<file path="src/rtl/bitstream_fetch.sv">
// bitstream_fetch
//   Reconfiguration bitstream fetch engine. On a start request it reads
//   word_count 32-bit words from memory over the xbs bus. It issues one read
//   at a time and only when the word buffer has room for the returned word.
//   The words are buffered in a small first-word-fall-through FIFO. From
//   there they are streamed to an ICAP-style port with a valid/ready handshake.
//
// Ports
//   clk, rst            : clock, asynchronous active-high reset
//   start               : one-cycle fetch request (ignored while busy)
//   base_addr           : byte address of first word (low two bits dropped)
//   word_count          : number of words to fetch (0 allowed)
//   xbs_select/addr     : read request strobe and word-aligned address
//   xbs_data/rnw/be     : constant read-only bus attributes
//   sl_ack/sl_data      : read acknowledge and returned data
//   icap_data/valid     : FIFO head word / FIFO not empty
//   icap_ready          : downstream accepts the head word
//   busy/done/error     : fetch in progress, completion pulse, sticky timeout
module bitstream_fetch #(
    parameter int FIFO_DEPTH = 4,
    parameter int TIMEOUT    = 64
) (
    input  logic        clk,
    input  logic        rst,
    input  logic        start,
    input  logic [31:0] base_addr,
    input  logic [15:0] word_count,
    output logic        xbs_select,
    output logic [31:0] xbs_addr,
    output logic [31:0] xbs_data,
    output logic        xbs_rnw,
    output logic [3:0]  xbs_be,
    input  logic        sl_ack,
    input  logic [31:0] sl_data,
    output logic [31:0] icap_data,
    output logic        icap_valid,
    input  logic        icap_ready,
    output logic        busy,
    output logic        done,
    output logic        error
);
    localparam int PTR_W = $clog2(FIFO_DEPTH);
    localparam int CNT_W = PTR_W + 1;
    localparam int TMO_W = $clog2(TIMEOUT + 1);
    localparam logic [CNT_W-1:0] DEPTH_C  = CNT_W'(FIFO_DEPTH);
    localparam logic [TMO_W-1:0] TMO_LAST = TMO_W'(TIMEOUT - 1);

    typedef enum logic [2:0] {
        S_IDLE,
        S_ISSUE,
        S_WAIT_ACK,
        S_DRAIN,
        S_ERR
    } state_t;

    state_t           r_state;
    logic [31:0]      r_addr;
    logic [15:0]      r_remaining;
    logic [TMO_W-1:0] r_tmo;

    logic [31:0]      r_mem [FIFO_DEPTH];
    logic [PTR_W-1:0] r_wr_ptr;
    logic [PTR_W-1:0] r_rd_ptr;
    logic [CNT_W-1:0] r_count;

    logic w_push;
    logic w_pop;
    logic w_flush;
    logic w_has_slot;

    // Acks are only meaningful while a request is outstanding.
    assign w_push     = (r_state == S_WAIT_ACK) && sl_ack;
    assign w_pop      = icap_valid && icap_ready;
    assign w_flush    = (r_state == S_ERR);
    assign w_has_slot = (r_count < DEPTH_C);

    assign icap_valid = (r_count != '0);
    // Hold the data output at zero while empty so it never shows stale or
    // uninitialised storage.
    assign icap_data  = icap_valid ? r_mem[r_rd_ptr] : 32'd0;

    assign xbs_data = 32'd0;
    assign xbs_rnw  = 1'b1;
    assign xbs_be   = 4'b1111;

    // FIFO storage: plain data, no reset needed.
    always_ff @(posedge clk) begin
        if (w_push) begin
            r_mem[r_wr_ptr] <= sl_data;
        end
    end

    // FIFO pointers and occupancy. A push and a pop in the same cycle leave
    // the count unchanged. A flush wins over both.
    always_ff @(posedge clk or posedge rst) begin
        if (rst) begin
            r_wr_ptr <= '0;
            r_rd_ptr <= '0;
            r_count  <= '0;
        end else if (w_flush) begin
            r_wr_ptr <= '0;
            r_rd_ptr <= '0;
            r_count  <= '0;
        end else begin
            if (w_push) begin
                r_wr_ptr <= r_wr_ptr + 1'b1;
            end
            if (w_pop) begin
                r_rd_ptr <= r_rd_ptr + 1'b1;
            end
            if (w_push && !w_pop) begin
                r_count <= r_count + 1'b1;
            end else if (!w_push && w_pop) begin
                r_count <= r_count - 1'b1;
            end
        end
    end

    // Fetch control FSM with registered bus and status outputs.
    always_ff @(posedge clk or posedge rst) begin
        if (rst) begin
            r_state     <= S_IDLE;
            r_addr      <= 32'd0;
            r_remaining <= 16'd0;
            r_tmo       <= '0;
            xbs_select  <= 1'b0;
            xbs_addr    <= 32'd0;
            busy        <= 1'b0;
            done        <= 1'b0;
            error       <= 1'b0;
        end else begin
            done <= 1'b0;
            case (r_state)
                S_IDLE: begin
                    if (start) begin
                        r_addr      <= {base_addr[31:2], 2'b00};
                        r_remaining <= word_count;
                        error       <= 1'b0;
                        busy        <= 1'b1;
                        r_state     <= (word_count == 16'd0) ? S_DRAIN : S_ISSUE;
                    end
                end
                S_ISSUE: begin
                    // Only request a word when its landing slot is guaranteed.
                    // The one-cycle stay here also gives the mandatory
                    // select-low gap between requests.
                    if (w_has_slot) begin
                        xbs_select <= 1'b1;
                        xbs_addr   <= r_addr;
                        r_tmo      <= '0;
                        r_state    <= S_WAIT_ACK;
                    end
                end
                S_WAIT_ACK: begin
                    if (sl_ack) begin
                        xbs_select  <= 1'b0;
                        r_addr      <= r_addr + 32'd4;
                        r_remaining <= r_remaining - 16'd1;
                        r_state     <= (r_remaining == 16'd1) ? S_DRAIN : S_ISSUE;
                    end else if (r_tmo == TMO_LAST) begin
                        xbs_select <= 1'b0;
                        r_state    <= S_ERR;
                    end else begin
                        r_tmo <= r_tmo + 1'b1;
                    end
                end
                S_DRAIN: begin
                    if (!icap_valid) begin
                        done    <= 1'b1;
                        busy    <= 1'b0;
                        r_state <= S_IDLE;
                    end
                end
                S_ERR: begin
                    error   <= 1'b1;
                    busy    <= 1'b0;
                    r_state <= S_IDLE;
                end
                default: r_state <= S_IDLE;
            endcase
        end
    end
endmodule

</file>
<file path="config.mk">
export PLATFORM = sky130hd
export DESIGN_NAME = bitstream_fetch
export DESIGN_NICKNAME = d
export VERILOG_FILES = /design/src/rtl/bitstream_fetch.sv
export SDC_FILE = /design/constraint.sdc
export NUM_CORES = 1
export LEC_CHECK = 0
export ABC_AREA = 1
export CAP_MARGIN = 20
export CELL_PAD_IN_SITES_DETAIL_PLACEMENT = 1
export CELL_PAD_IN_SITES_GLOBAL_PLACEMENT = 1
export CORE_UTILIZATION = 23
export DETAILED_ROUTE_END_ITERATION = 7
export PLACE_DENSITY = 0.51
export SLEW_MARGIN = 10
export SYNTH_ARGS = -nofsm -noshare
export SYNTH_HDL_FRONTEND = slang
export SYNTH_SLANG_ARGS = --single-unit
</file>
<file path="constraint.sdc">
create_clock -name clk -period 4.1 [get_ports clk]
set_clock_uncertainty 0.05 [all_clocks]
set_input_delay 0.82 -clock clk [delete_from_list [all_inputs] [get_ports clk]]
set_output_delay 0.82 -clock clk [all_outputs]
set_load 0.005 [all_outputs]
</file>
After elaboration in Yosys (flattened, before gate mapping)
Memory sizes are Yosys's and may differ from the RTL's.
Index checks and enable logic that the tools add are counted.
{"block": "word_totals", "regBits": 101, "input_bits": 85, "word_cells": 96, "n_memories": 1, "ram_bits": 128}
{"name": "r_mem", "depth": 4, "word_bits": 32, "rd": 1, "rd_ports_with_merged_regs": 0, "wr": 1, "line": "61", "rtl": "logic [31:0] r_mem [FIFO_DEPTH];"}
{"block": "op_classes", "eq_ne": 13, "add_sub_neg": 7, "muxes": 39, "magnitude_cmp": 1, "n_reduce_logical": 23}
{"cell": "$mux 32", "n": 3}
{"cell": "$pmux 32 s2", "n": 1}
{"cell": "$add 32x3->32 const B", "n": 1}
{"cell": "$mux 16", "n": 2}
{"cell": "$pmux 16 s2", "n": 1}
{"cell": "$mux 3", "n": 8}
{"cell": "$mux 7", "n": 3}
{"cell": "$eq 16x1->1 const B", "n": 1}
{"cell": "$logic_not 16->1", "n": 1}
{"cell": "$sub 16x1->16 const B", "n": 1}
{"cell": "$pmux 7 s2", "n": 1}
{"cell": "$mux 2", "n": 6}
{"cell": "$ne 2x2->1 const B", "n": 6}
{"cell": "$pmux 3 s4", "n": 1}
{"cell": "$mux 1", "n": 10}
{"cell": "$reduce_bool 2->1", "n": 5}
{"cell": "$reduce_and 3->1", "n": 3}
{"cell": "$reduce_bool 3->1", "n": 3}
{"cell": "$reduce_and 4->1", "n": 2}
{"cell": "$add 7x1->7 const B", "n": 1}
{"cell": "$eq 7x6->1 const B", "n": 1}
{"cell": "$eq 3x2->1 const B", "n": 2}
{"cell": "$add 2x1->2 const B", "n": 2}
{"cell": "$logic_and 1x1->1", "n": 4}
{"cell": "11 further kinds", "n": 14}

Logic depth before layout (Yosys ltp)
Gate-level depths: netlist (run 1).
{"block": "depth", "depth_word": 7, "depth_mapped": 11}

Worst setup path before layout (run 1)
No wires, ideal clock.
{"block": "synth_path", "path_kind": "input to register", "from": "input sl_ack", "to": "memory r_mem[0][0], enable pin", "arrival_ns": 2.542, "path_buffers": 0, "path_slack_ns": 1.087, "path_stages": 4, "path_cell_list": "inv_1 > nor2_8 > inv_1 > nor2_1"}
{"block": "synth_via", "elab_chain_cells": 3}
{"element": "start, declared", "line": "33", "rtl": "input logic sl_ack,"}
{"element": "$logic_and 1x1->1", "line": "72", "rtl": "assign w_push = (r_state == S_WAIT_ACK) && sl_ack;"}
{"element": "$mux 1", "line": "88", "rtl": "if (w_push) begin"}
{"element": "$mux 1 (not written as such)", "line": "89", "rtl": "r_mem[r_wr_ptr] <= sl_data;"}
{"element": "end, declared", "line": "61"}
No other way between the ends.

Final worst setup path (run 1)
{"block": "layout_path", "from": "register r_rd_ptr[0]", "to": "output icap_data[6]"}
{"block": "layout_via", "elab_chain_cells": 2}
{"element": "start, declared", "line": "63", "rtl": "logic [PTR_W-1:0] r_rd_ptr;"}
{"element": "start signal, assigned", "line": "109", "rtl": "r_rd_ptr <= r_rd_ptr + 1'b1;"}
{"element": "$mem_v2 4x32"}
{"element": "$mux 32", "line": "80", "rtl": "assign icap_data = icap_valid ? r_mem[r_rd_ptr] : 32'd0;"}
{"element": "end, declared", "line": "35", "rtl": "output logic [31:0] icap_data,"}
No other way between the ends.

==> summary.md, run 1 <==
| Metric | Value |
|---|---|
| Synth area leaders | edfxtp_1, dfrtp_1, nand2_1 |
| Clock Tree Buf Depth | 3 |
| Vias | 8752 |
| Post-synth top area share | 35.1% |
| Fin crit period | 3.51 ns |
| CP bufs+invs | 2 |
| Initial Utilization | 23.4% |
| Hold Slack | 0.435 ns |
| Netlist Area Pre-Place | 11000 sq um |
| M3 GR Usage | 2.16% |
| Hold_buf cts | 0 |
| Filler Cells Inserted | 5486 |
| Core Region | 46800 sq um |
| Die Span X | 220 um |
| Area of the multi-input gates | 3980 sq um |
| Final Cycle Share | 85.6% |
| Synth cell count leaders | nand2_1, nor2_1, o21ai_0 |
| CP Cell Sequence | buf_4 > nor2_1 > nor2_1 > o21ai_0 > a21oi_1 > clkdlybuf4s50_1 |
| Fin nets | 1489 |
| Global-route wire length before repair | 52.6 mm |
| Yosys reg bits | 225 |
| Post-synth top area cell | edfxtp_1 |
| Die height | 220 um |
| Clock Pin Slew Worst Setup and Hold Paths | 0.06 ns |
| Startpoint types | register |
| Pwr/cell area | 726 nW/um^2 |
| GR Overflow Total | 0 |
| Post-CTS setup repair buffer count | 0 |
| Avg Synthesized Cell Area | 8.75 sq um |
| Fraction of final layout cells with drive strength greater than 1 | 6.07% |
| Setup-violating endpoint count in the final report | 0 |
| CP Data Arrival Time | 2.64 ns |
| WL per Instance | 16.4 um |
| Max_cap viols | 0 |
| Post-route design area | 13900 sq um |
| Worst setup EP type | output port |
| Met1 GRT Util | 19.2% |
| Post-synth EDFFs | 128 |
| Hpwl dp | 22.5 mm |
| Vias in the first global route | 9074 |
| Storage cell area | 6270 sq um |
| Most common cell in the netlist | nand2_1 |
| Slew HR | 48.7% |
| CP Max Fanout | 65 |
| Cell family with most CP delay | buffers and inverters |
| Critical Path Most Common Cell | nor2_1 |
| Clock Latency Late Sink | 0.56 ns |
| Row cnt | 79 |
| Synth warn | 0 |
| Detailed Routing Iterations Pass 1 | 8 |
| Peak supply drop | 0.280 mV |
| Buffers on Ports | 149 |
| Ports | 191 |
| Crit path max-delay cell type | buf_4 |
| Worst Path Required | 3.23 ns |
| Final Hold Viols | 0 |
| Final core utilization | 29.6% |
| Cells after Synth | 1253 |
| Initial antenna violation count | 1 |
| DR DRC count | 28 |
| Final Power | 10.1 mW |
| Outcome | finished, violations left |
| Worst stage delay on the critical path | 0.56 ns |
| TritonCTS clock tree | built |
| Post-Route WL | 33.3 mm |
| Initial DRC count | 444 |
| Sequential fraction of the synthesis area | 57.2% |
| Prevailing post-synth register cell | edfxtp_1 |
| Busiest grt layer | met2 |
| Root buf cell | clkbuf_16 |
| CP Class | register to output port |
| Largest net degree at the start of global routing | 66 |
| GP Congestion | 0.755 |
| Area Growth Syn to Fin | 26.3% |
| Lkg Pwr | 5.53 nW |
| Violated checks | design-rule violations |
| Vias per cell | 4.32 |
| Fin Setup TNS | 0 ns |
| Clk sinks | 225 |
| F_max | 285 MHz |
| Cell variety after synth | 37 |
| Total CTS buffers | 27 |
| Htree depth | 1 |
| Async SR Flop Fraction | 43.1% |
| RSZ-0062 raised after global routing | no |
| CTS resizes | 0 |
| Fin. max-slew vios | 0 |
| Detail Route Antenna Nets | 0 |
| DIE AREA | 48500 sq um |
| Post-DP Area | 13000 sq um |
| Slew @ Worst Pin | 0.769 ns |
| All-Layer GR Usage | 14.0% |
| Type of the most critical hold path | register to register |
| Met2 Use GR | 23.1% |
-- cell families after synthesis --
group	Yosys count	share of synthesized area (%)
AOI/OAI and AO/OA	212	9.87
xor gates and xnor gates	9	0.719
adders and majority gates	9	1.10
buffers and inverters	184	8.08
DFF	225	57.2
muxes	4	0.411
other	2	0.0685
and+or+nand+nor	608	22.6
-- cells in the final DEF, fill, tap and decap left out, drive strengths merged, types with 16 or more instances in the layout --
cell and instances:
clkdlybuf4s50 149, clkbuf 32, edfxtp 128, nand2 258, nand3 64, buf 16
conb 39, a21oi 58, dfrtp 97, o21ai 149, nor2 261, inv 95
-- worst reg2reg max path, delay by kind of cell (launching register included) --
kind          cells  cell delay, ns
flops             1            0.44
simple gates      4            0.86
buf+inv           2            0.73
-- per-stage QoR --
step / std cells / worst slack (ns)
6_report: 2024 / 0.589
5_1_grt: 2023 / 0.344
4_1_cts: 2023 / 0.490
3_5_place_dp: 1973 / 1.07
3_3_place_gp: 1973 / 1.08
2_1_floorplan: 1290 / 0.696
-- path summary, 6_finish.rpt --
check,endpoint,slack (ns),cells after the start,from
max,icap_data[6],0.59,6,r_rd_ptr[0]
min,xbs_addr[23],0.44,2,xbs_addr[23]
max reg2reg,r_mem[1][5],1.61,6,r_state[2]
min reg2reg,xbs_addr[23],0.44,2,xbs_addr[23]
max in group asynchronous,r_addr[13],2.58,3,rst
min in group asynchronous,r_rd_ptr[1],0.66,2,rst
-- per-layer routing --
| metal | wire, um | part of all wire [%] | vias up |
|---|---|---|---|
| met5 | 0 | 0 | - |
| met4 | 525 | 1.6 | 0 |
| met2 | 15300 | 46 | 134 |
| met3 | 1510 | 4.5 | 38 |
| met1 | 15900 | 48 | 4260 |
| li1 | - | - | 4320 |
-- final cells by class --
type / instances / area share [%]
Multi-Input combinational cell: 881 / 28.7
Sequential cell: 225 / 45.3
Clock buffer: 32 / 5.01
Tap cell: 607 / 5.48
Antenna cell: 1 / 0.0181
Inverter: 95 / 2.59
Timing Repair Buffer: 165 / 11.8
Clock inverter: 18 / 1.07
-- registers in the layout, indices dropped and copies added (netlist names), 2 cells and up --
name	flops
r_state	3
r_mem	128
r_addr	30
xbs_addr	30
r_wr_ptr	2
r_count	3
r_tmo	7
r_remaining	16
r_rd_ptr	2
-- power by group --
group	total, mW	switching, mW	internal (mW)
combinational	4.36	2.61	1.76
clock	2.32	0.984	1.34
sequential	3.37	0.440	2.93
(Power assumes the default switching activity.)
==> run 2, diff against run 1 <==
- ABC_AREA: 1 -> unset
- PLACE_DENSITY: 0.51 -> 0.49
==> run 2 against run 1 <==
Setup slack gained 0.073 ns. Largest cell class unchanged. Critical endpoint is now icap_data[17]. Flip-flop and latch count is the same. The flow now finishes without violations. Register-to-register slack worse by 0.28 ns. Core utilization increased by 0.38 points. Largest power group is now registers.
==> summary.md, run 2 <==
| Metric | Value |
|---|---|
| Outcome | finished clean |
| Yosys reg bits | 225 (unchanged) |
| Synth warn | 0 (unchanged) |
| Placed cells | 1502 (-24%) |
| Clock Tree Buf Depth | 3 (unchanged) |
| RSZ-0062 raised after global routing | no |
| CP bufs+invs | 2 (unchanged) |
| Vias in the first global route | 7357 (-19%) |
| Final Cycle Share | 83.9% (-1.8 points) |
| Ports | 191 (unchanged) |
| Post-DP Area | 12400 sq um (-4.6%) |
| Crit path max-delay cell type | mux4_2 |
| Post-synth top area share | 37.2% (+2.1 points) |
| F_max | 291 MHz (+2.1%) |
| GP Congestion | 0.719 (-4.9%) |
| Post-CTS setup repair buffer count | 0 (unchanged) |
| Avg Synthesized Cell Area | 13.1 sq um (+49%) |
| Prevailing post-synth register cell | edfxtp_1 |
| Hold_buf cts | 0 (unchanged) |
| CP Class | register to output port |
| Lkg Pwr | 4.68 nW (-15%) |
| Post-synth top area cell | edfxtp_1 |
| Startpoint types | register |
| Detail Route Antenna Nets | 0 (unchanged) |
| Detailed Routing Iterations Pass 1 | 6 (-2) |
| Type of the most critical hold path | register to register |
| Async SR Flop Fraction | 43.1% (unchanged) |
| Max_cap viols | 0 (unchanged) |
| Fin crit period | 3.44 ns (-0.0729 ns) |
| CP Cell Sequence | buf_12 > mux4_2 > and2_1 > clkdlybuf4s50_1 |
| Htree depth | 1 (unchanged) |
| Post-Synth XOR/XNOR Area | 0.762% (+0.043 points) |
| CTS resizes | 0 (unchanged) |
| TritonCTS clock tree | built |
| Core Region | 44300 sq um (-5.2%) |
| Commonest non-fill, non-tap cell in the layout | clkdlybuf4s50_1 |
| Fin Setup TNS | 0 ns (unchanged) |
| Largest net degree at the start of global routing | 53 (-20%) |
| DIE AREA | 45800 sq um (-5.6%) |
| Setup-violating endpoint count in the final report | 0 (unchanged) |
| Cell variety after synth | 66 (+78%) |
| Largest regs | r_mem x128, r_addr x30, xbs_addr x30 |
| Most frequent cells in the layout | clkdlybuf4s50_1, edfxtp_1, dfrtp_1 |
| Max reg flops | 128 (unchanged) |
| Final Hold Viols | 0 (unchanged) |
| Mux contribution to synthesized area | 10.5% (+10 points) |
| Synth area leaders | edfxtp_1, dfrtp_1, mux4_2 |
| Row cnt | 77 (-2.5%) |
| Most common cell in the netlist | edfxtp_1 |
| WL per Instance | 18.5 um (+12%) |
| Clk sinks | 225 (unchanged) |
| Synth cell count leaders | edfxtp_1, dfrtp_1, a21oi_1, nor2_1, nand2_1 |
| Vias per cell | 4.46 (+3.1%) |
| GR Overflow Total | 0 (unchanged) |
| Initial antenna violation count | 5 (+4) |
| Combinational family with the most area after synthesis | simple AND/OR/NAND/NOR gates |
| Die Span X | 214 um (-2.8%) |
| Worst setup EP type | output port |
| Clock Latency Late Sink | 0.56 ns (about the same) |
| Root buf cell | clkbuf_16 |
| All-Layer GR Usage | 12.6% (-1.4 points) |
| Post-Route WL | 28.6 mm (-14%) |
| Clock Pin Slew Worst Setup and Hold Paths | 0.05 ns (about the same) |
| Netlist Area Pre-Place | 10300 sq um (-5.6%) |
| Cell family with most CP delay | buffers and inverters |
| Slew @ Worst Pin | 0.956 ns (+0.187 ns) |
| Worst stage delay on the critical path | 0.54 ns (-0.02 ns) |
| Die height | 214 um (-2.8%) |
| Hold Slack | 0.444 ns (+0.00896 ns) |
| Worst Path Required | 3.23 ns (about the same) |
| Area Growth Syn to Fin | 28.5% |
| Post-route design area | 13300 sq um (-4.0%) |
| Reg with most FFs | r_mem |
| CP Max Fanout | 28 (-57%) |
| Simple-gate area share of the yosys netlist | 12.3% (-10 points) |
| Cells after Synth | 791 (-37%) |
| Peak supply drop | 0.372 mV (+33%) |
| Layout Cells excl Fill | 1552 (-23%) |
| Vias | 6919 (-21%) |
| Slew HR | 35.7% (-13 points) |
| Fin nets | 1034 (-31%) |
| Total CTS buffers | 28 (+3.7%) |
| Post-synthesis compound-gate area fraction | 9.42% (-0.45 points) |
| Fraction of final layout cells with drive strength greater than 1 | 13.9% (+7.8 points) |
| Initial Utilization | 23.3% (-0.11 points) |
| Hpwl dp | 18.7 mm (-17%) |
| Adder-cell share of the synthesized area | 1.16% (+0.065 points) |
| Buffers on Ports | 149 (unchanged) |
| Pwr/cell area | 688 nW/um^2 (-5.2%) |
| Initial DRC count | 267 (-40%) |
| Fin. max-slew vios | 0 (unchanged) |
| Global-route wire length before repair | 45.2 mm (-14%) |
| Sequential fraction of the synthesis area | 60.6% (+3.4 points) |
| Post-synth EDFFs | 128 (unchanged) |
| DR DRC count | 0 (-100%) |
| CP Data Arrival Time | 2.57 ns (-0.07 ns) |
-- run 2: cells by family after synthesis --
group,after synthesis
compound gates,154
xor+xnor,9
fa+ha+maj,9
buf+inv,95
flops,225
mux,65
other cells,2
simple gates,232
-- run 2: per-stage QoR --
step / power [mW] / util [%] / setup WS [ns]
after floorplan: 5.32 / - / 0.696
after global placement: 6.84 / 28.0 / 1.18
after detailed placement: 6.89 / 28.0 / 1.17
after CTS: 9.36 / 30.0 / 0.569
after global routing: 9.80 / 30.0 / 0.517
final: 9.15 / 30.0 / 0.662
-- run 2: final cells by class --
type	count	area (sq um)
clock buffers	39	752
repair buffers	166	1660
diodes	1	2.50
clock inverters	10	130
multi-input cells	508	3700
fillers	4788	31000
flip-flops and latches	225	6270
well taps	592	741
inverters	11	43.8
-- run 2: report_power, final --
group | internal (mW) | total, mW | switching (mW)
sequential | 2.91 | 3.49 | 0.580
clock | 1.41 | 2.39 | 0.980
combinational | 1.80 | 3.28 | 1.48
-- run 2: routing by layer --
metal  GRT usage, %  part of all wire (%)  up-vias
met3           3.67                   6.3       33
met5              0                  0.17        -
met2           21.0                    48      136
met4           2.64                   1.3        8
met1           16.3                    44     3525
li1               -                     -     3217
-- run 2: worst paths after layout --
kind,cells past startpoint,start,to,slack (ns)
worst max-delay path,4,r_rd_ptr[0],icap_data[17],0.66
worst min register to register,1,error,error,0.44
worst max register to register,6,r_state[1],r_addr[25],1.33
min in group asynchronous,2,rst,r_remaining[5],0.69
max in group asynchronous,3,rst,r_tmo[1],2.55
worst min-delay path,1,error,error,0.44
==> run 3, diff against run 2 <==
- PLACE_DENSITY: 0.49 -> 0.5
- clock period: 4.1 -> 3 ns (I/O delays scaled with it)
==> run 3 against run 2 <==
Critical path type unchanged. Worst hold slack got worse by 0.098 ns. Sequential share of layout area decreased by 0.46 points. Highest routed layer unchanged. Wire length down 1.3%. Critical endpoint is now icap_data[26]. Design area grew 1.0%. Setup slack got worse by 0.57 ns. Largest power group unchanged.
==> summary.md, run 3 (synthesized netlist as in run 2, its figures left out) <==
| Metric | Value |
|---|---|
| Outcome | finished clean |
| Post-Route WL | 28.3 mm (-1.3%) |
| Placed cells | 1511 (+0.60%) |
| Initial Utilization | 23.3% (unchanged) |
| Slew HR | 48.3% (+13 points) |
| Hold_buf cts | 0 (unchanged) |
| Fin crit period | 2.91 ns |
| Max reg flops | 128 (unchanged) |
| Hpwl dp | 18.8 mm (+0.14%) |
| Fin. max-slew vios | 0 (unchanged) |
| Worst Path Required | 2.35 ns (-0.88 ns) |
| Worst reg2reg setup slack | 0.49 ns (-0.84 ns) |
| Startpoint types | register |
| Die Span X | 214 um (unchanged) |
| Largest regs | r_mem x128, r_addr x30, xbs_addr x30 |
| Setup-violating endpoint count in the final report | 0 (unchanged) |
| CP Data Arrival Time | 2.26 ns (-0.31 ns) |
| Buffers on Ports | 149 (unchanged) |
| Initial DRC count | 194 (-27%) |
| Worst setup EP type | output port |
| Layout Cells excl Fill | 1565 (+0.84%) |
| Fraction of final layout cells with drive strength greater than 1 | 15.7% (+1.9 points) |
| R2R Path Start | r_state[2] |
| Reg with most FFs | r_mem |
| Worst flop-to-flop path endpoint | r_addr[25] |
| CP bufs+invs | 2 (unchanged) |
| Cell family with most CP delay | buffers and inverters |
| Clock Tree Buf Depth | 3 (unchanged) |
| TritonCTS clock tree | built |
| WL per Instance | 18.1 um (-2.2%) |
| Max Used Layer | met5 |
| Detailed Routing Iterations Pass 1 | 4 (-2) |
| Routed met2 length | 13.2 mm (-3.6%) |
| DR DRC count | 0 (unchanged) |
| Type of the most critical hold path | input port to asynchronous set/reset pin |
| Area of the multi-input gates | 3710 sq um (+0.20%) |
| GR Overflow Total | 0 (unchanged) |
| Ports | 191 (unchanged) |
| Slew @ Worst Pin | 0.768 ns (-0.188 ns) |
| M1 wire length | 12.9 mm (+1.6%) |
| Root buf cell | clkbuf_16 |
| Area Growth Syn to Fin | 29.8% |
| Crit path max-delay cell type | mux4_2 |
| Fin nets | 1045 (+1.1%) |
| Vias in the first global route | 7329 (-0.38%) |
| Clock Pin Slew Worst Setup and Hold Paths | 0.06 ns (about the same) |
| Total CTS buffers | 28 (unchanged) |
| Filler Cells Inserted | 4838 (+1.0%) |
| Vias per cell | 4.43 (-0.69%) |
| Fin Setup TNS | 0 ns (unchanged) |
| Clk sinks | 225 (unchanged) |
| Lkg Pwr | 4.82 nW (+3.0%) |
| CP Cell Sequence | buf_4 > mux4_2 > and2_1 > clkdlybuf4s50_1 |
| Storage cell area | 6270 sq um (about the same) |
| Clock Latency Late Sink | 0.57 ns (about the same) |
| Worst stage delay on the critical path | 0.48 ns (-0.06 ns) |
| RSZ-0062 raised after global routing | no |
| Final Hold Viols | 0 (unchanged) |
| Pwr/cell area | 918 nW/um^2 (+33%) |
| Largest net degree at the start of global routing | 63 (+19%) |
| GP Congestion | 0.701 (-2.4%) |
| Die height | 214 um (unchanged) |
| DIE AREA | 45800 sq um (unchanged) |
| F_max | 344 MHz |
| Initial antenna violation count | 4 (-1) |
| CP Class | register to output port |
| Detail Route Antenna Nets | 0 (unchanged) |
| DR WL met3 | 1.69 mm (-6.5%) |
| All-Layer GR Usage | 12.3% (-0.30 points) |
| Max_cap viols | 0 (unchanged) |
| Global-route wire length before repair | 44.6 mm (-1.3%) |
| Most frequent cells in the layout | edfxtp_1, clkdlybuf4s50_1, dfrtp_1 |
| CP Max Fanout | 4 (-86%) |
| Vias | 6929 (+0.14%) |
| Row cnt | 77 (unchanged) |
| Core Region | 44300 sq um (unchanged) |
| Peak supply drop | 0.385 mV (+3.7%) |
| Htree depth | 1 (unchanged) |
| Commonest non-fill, non-tap cell in the layout | edfxtp_1 |
| Worst Reg-to-Reg Cells | 6 (unchanged) |
| Final Cycle Share | 97.0% |
run 3: cell types whose count changed in the layout (fill, tap and decap cells not counted), sizes merged:
cell / before / now
clkinvlp: 2 / 4
inv: 12 / 10
bufinv: 2 / 1
dlygate4sd2: 0 / 31
clkbuf: 39 / 30
buf: 17 / 28
clkdlybuf4s50: 149 / 118
clkinv: 5 / 17
run 3: worst register-to-register path, stage by stage, from the launching register on:
cell,delay (ns)
dfrtp_1,0.50
nor3b_4,0.47
buf_4,0.28
nand2_1,0.15
or3_1,0.54
o32ai_1,0.27
a211oi_1,0.11
run 3: through the flow:
| step | area, sq um | setup WS (ns) | util (%) | hold WS (ns) | power, mW |
|---|---|---|---|---|---|
| after floorplan | 10500 | 0.408 | - | 0.410 | 7.27 |
| after global routing | 13400 | 0.00802 | 30.3 | 0.344 | 13.2 |
| after global placement | 12600 | 0.370 | 28.4 | 0.417 | 9.43 |
| after CTS | 13400 | 0.00232 | 30.3 | 0.327 | 12.6 |
| after detailed placement | 12600 | 0.354 | 28.4 | 0.431 | 9.49 |
| final | 13400 | 0.0893 | 30.3 | 0.346 | 12.3 |
run 3: metal layers:
layer / GRT usage (%) / vias to the layer above
met4: 2.57 / 6
li1: - / 3252
met5: 0 / -
met3: 3.26 / 36
met2: 20.2 / 151
met1: 16.3 / 3484
run 3: report_power, final:
group | internal [mW] | total [mW] | leakage, nW | switching, mW
registers | 3.98 | 4.68 | 2.28 | 0.707
clock network | 1.80 | 3.17 | 0.420 | 1.37
logic | 2.39 | 4.48 | 2.12 | 2.09
run 3: area by class of cell:
type	count	area share (%)
tap	592	5.52
antenna	1	0.0186
sequential	225	46.7
multi-input combinational	508	27.6
inverter	11	0.335
clock buffer	30	5.27
timing repair buffer	177	13.4
clock inverter	21	1.17
run 3: repair_timing:
action / 4_1_cts / 5_1_grt
gates resized for setup: 35 / 1
hold endpoints to repair: 0 / 0
gates cloned: 0 / 0
buffers inserted: 2 / 0
setup endpoints to repair: 32 / 1
pin swaps: 0 / 0
run 3: worst max-delay path by stage:
stage,from,depth (start not counted),to
after detailed placement,start,7,r_state[1]
final,r_rd_ptr[0],4,icap_data[26]
after global routing,r_rd_ptr[0],4,icap_data[26]
after CTS,r_count[2],4,icap_data[26]
after global placement,start,7,r_state[1]
after floorplan,r_state[2],5,r_mem[0][0]
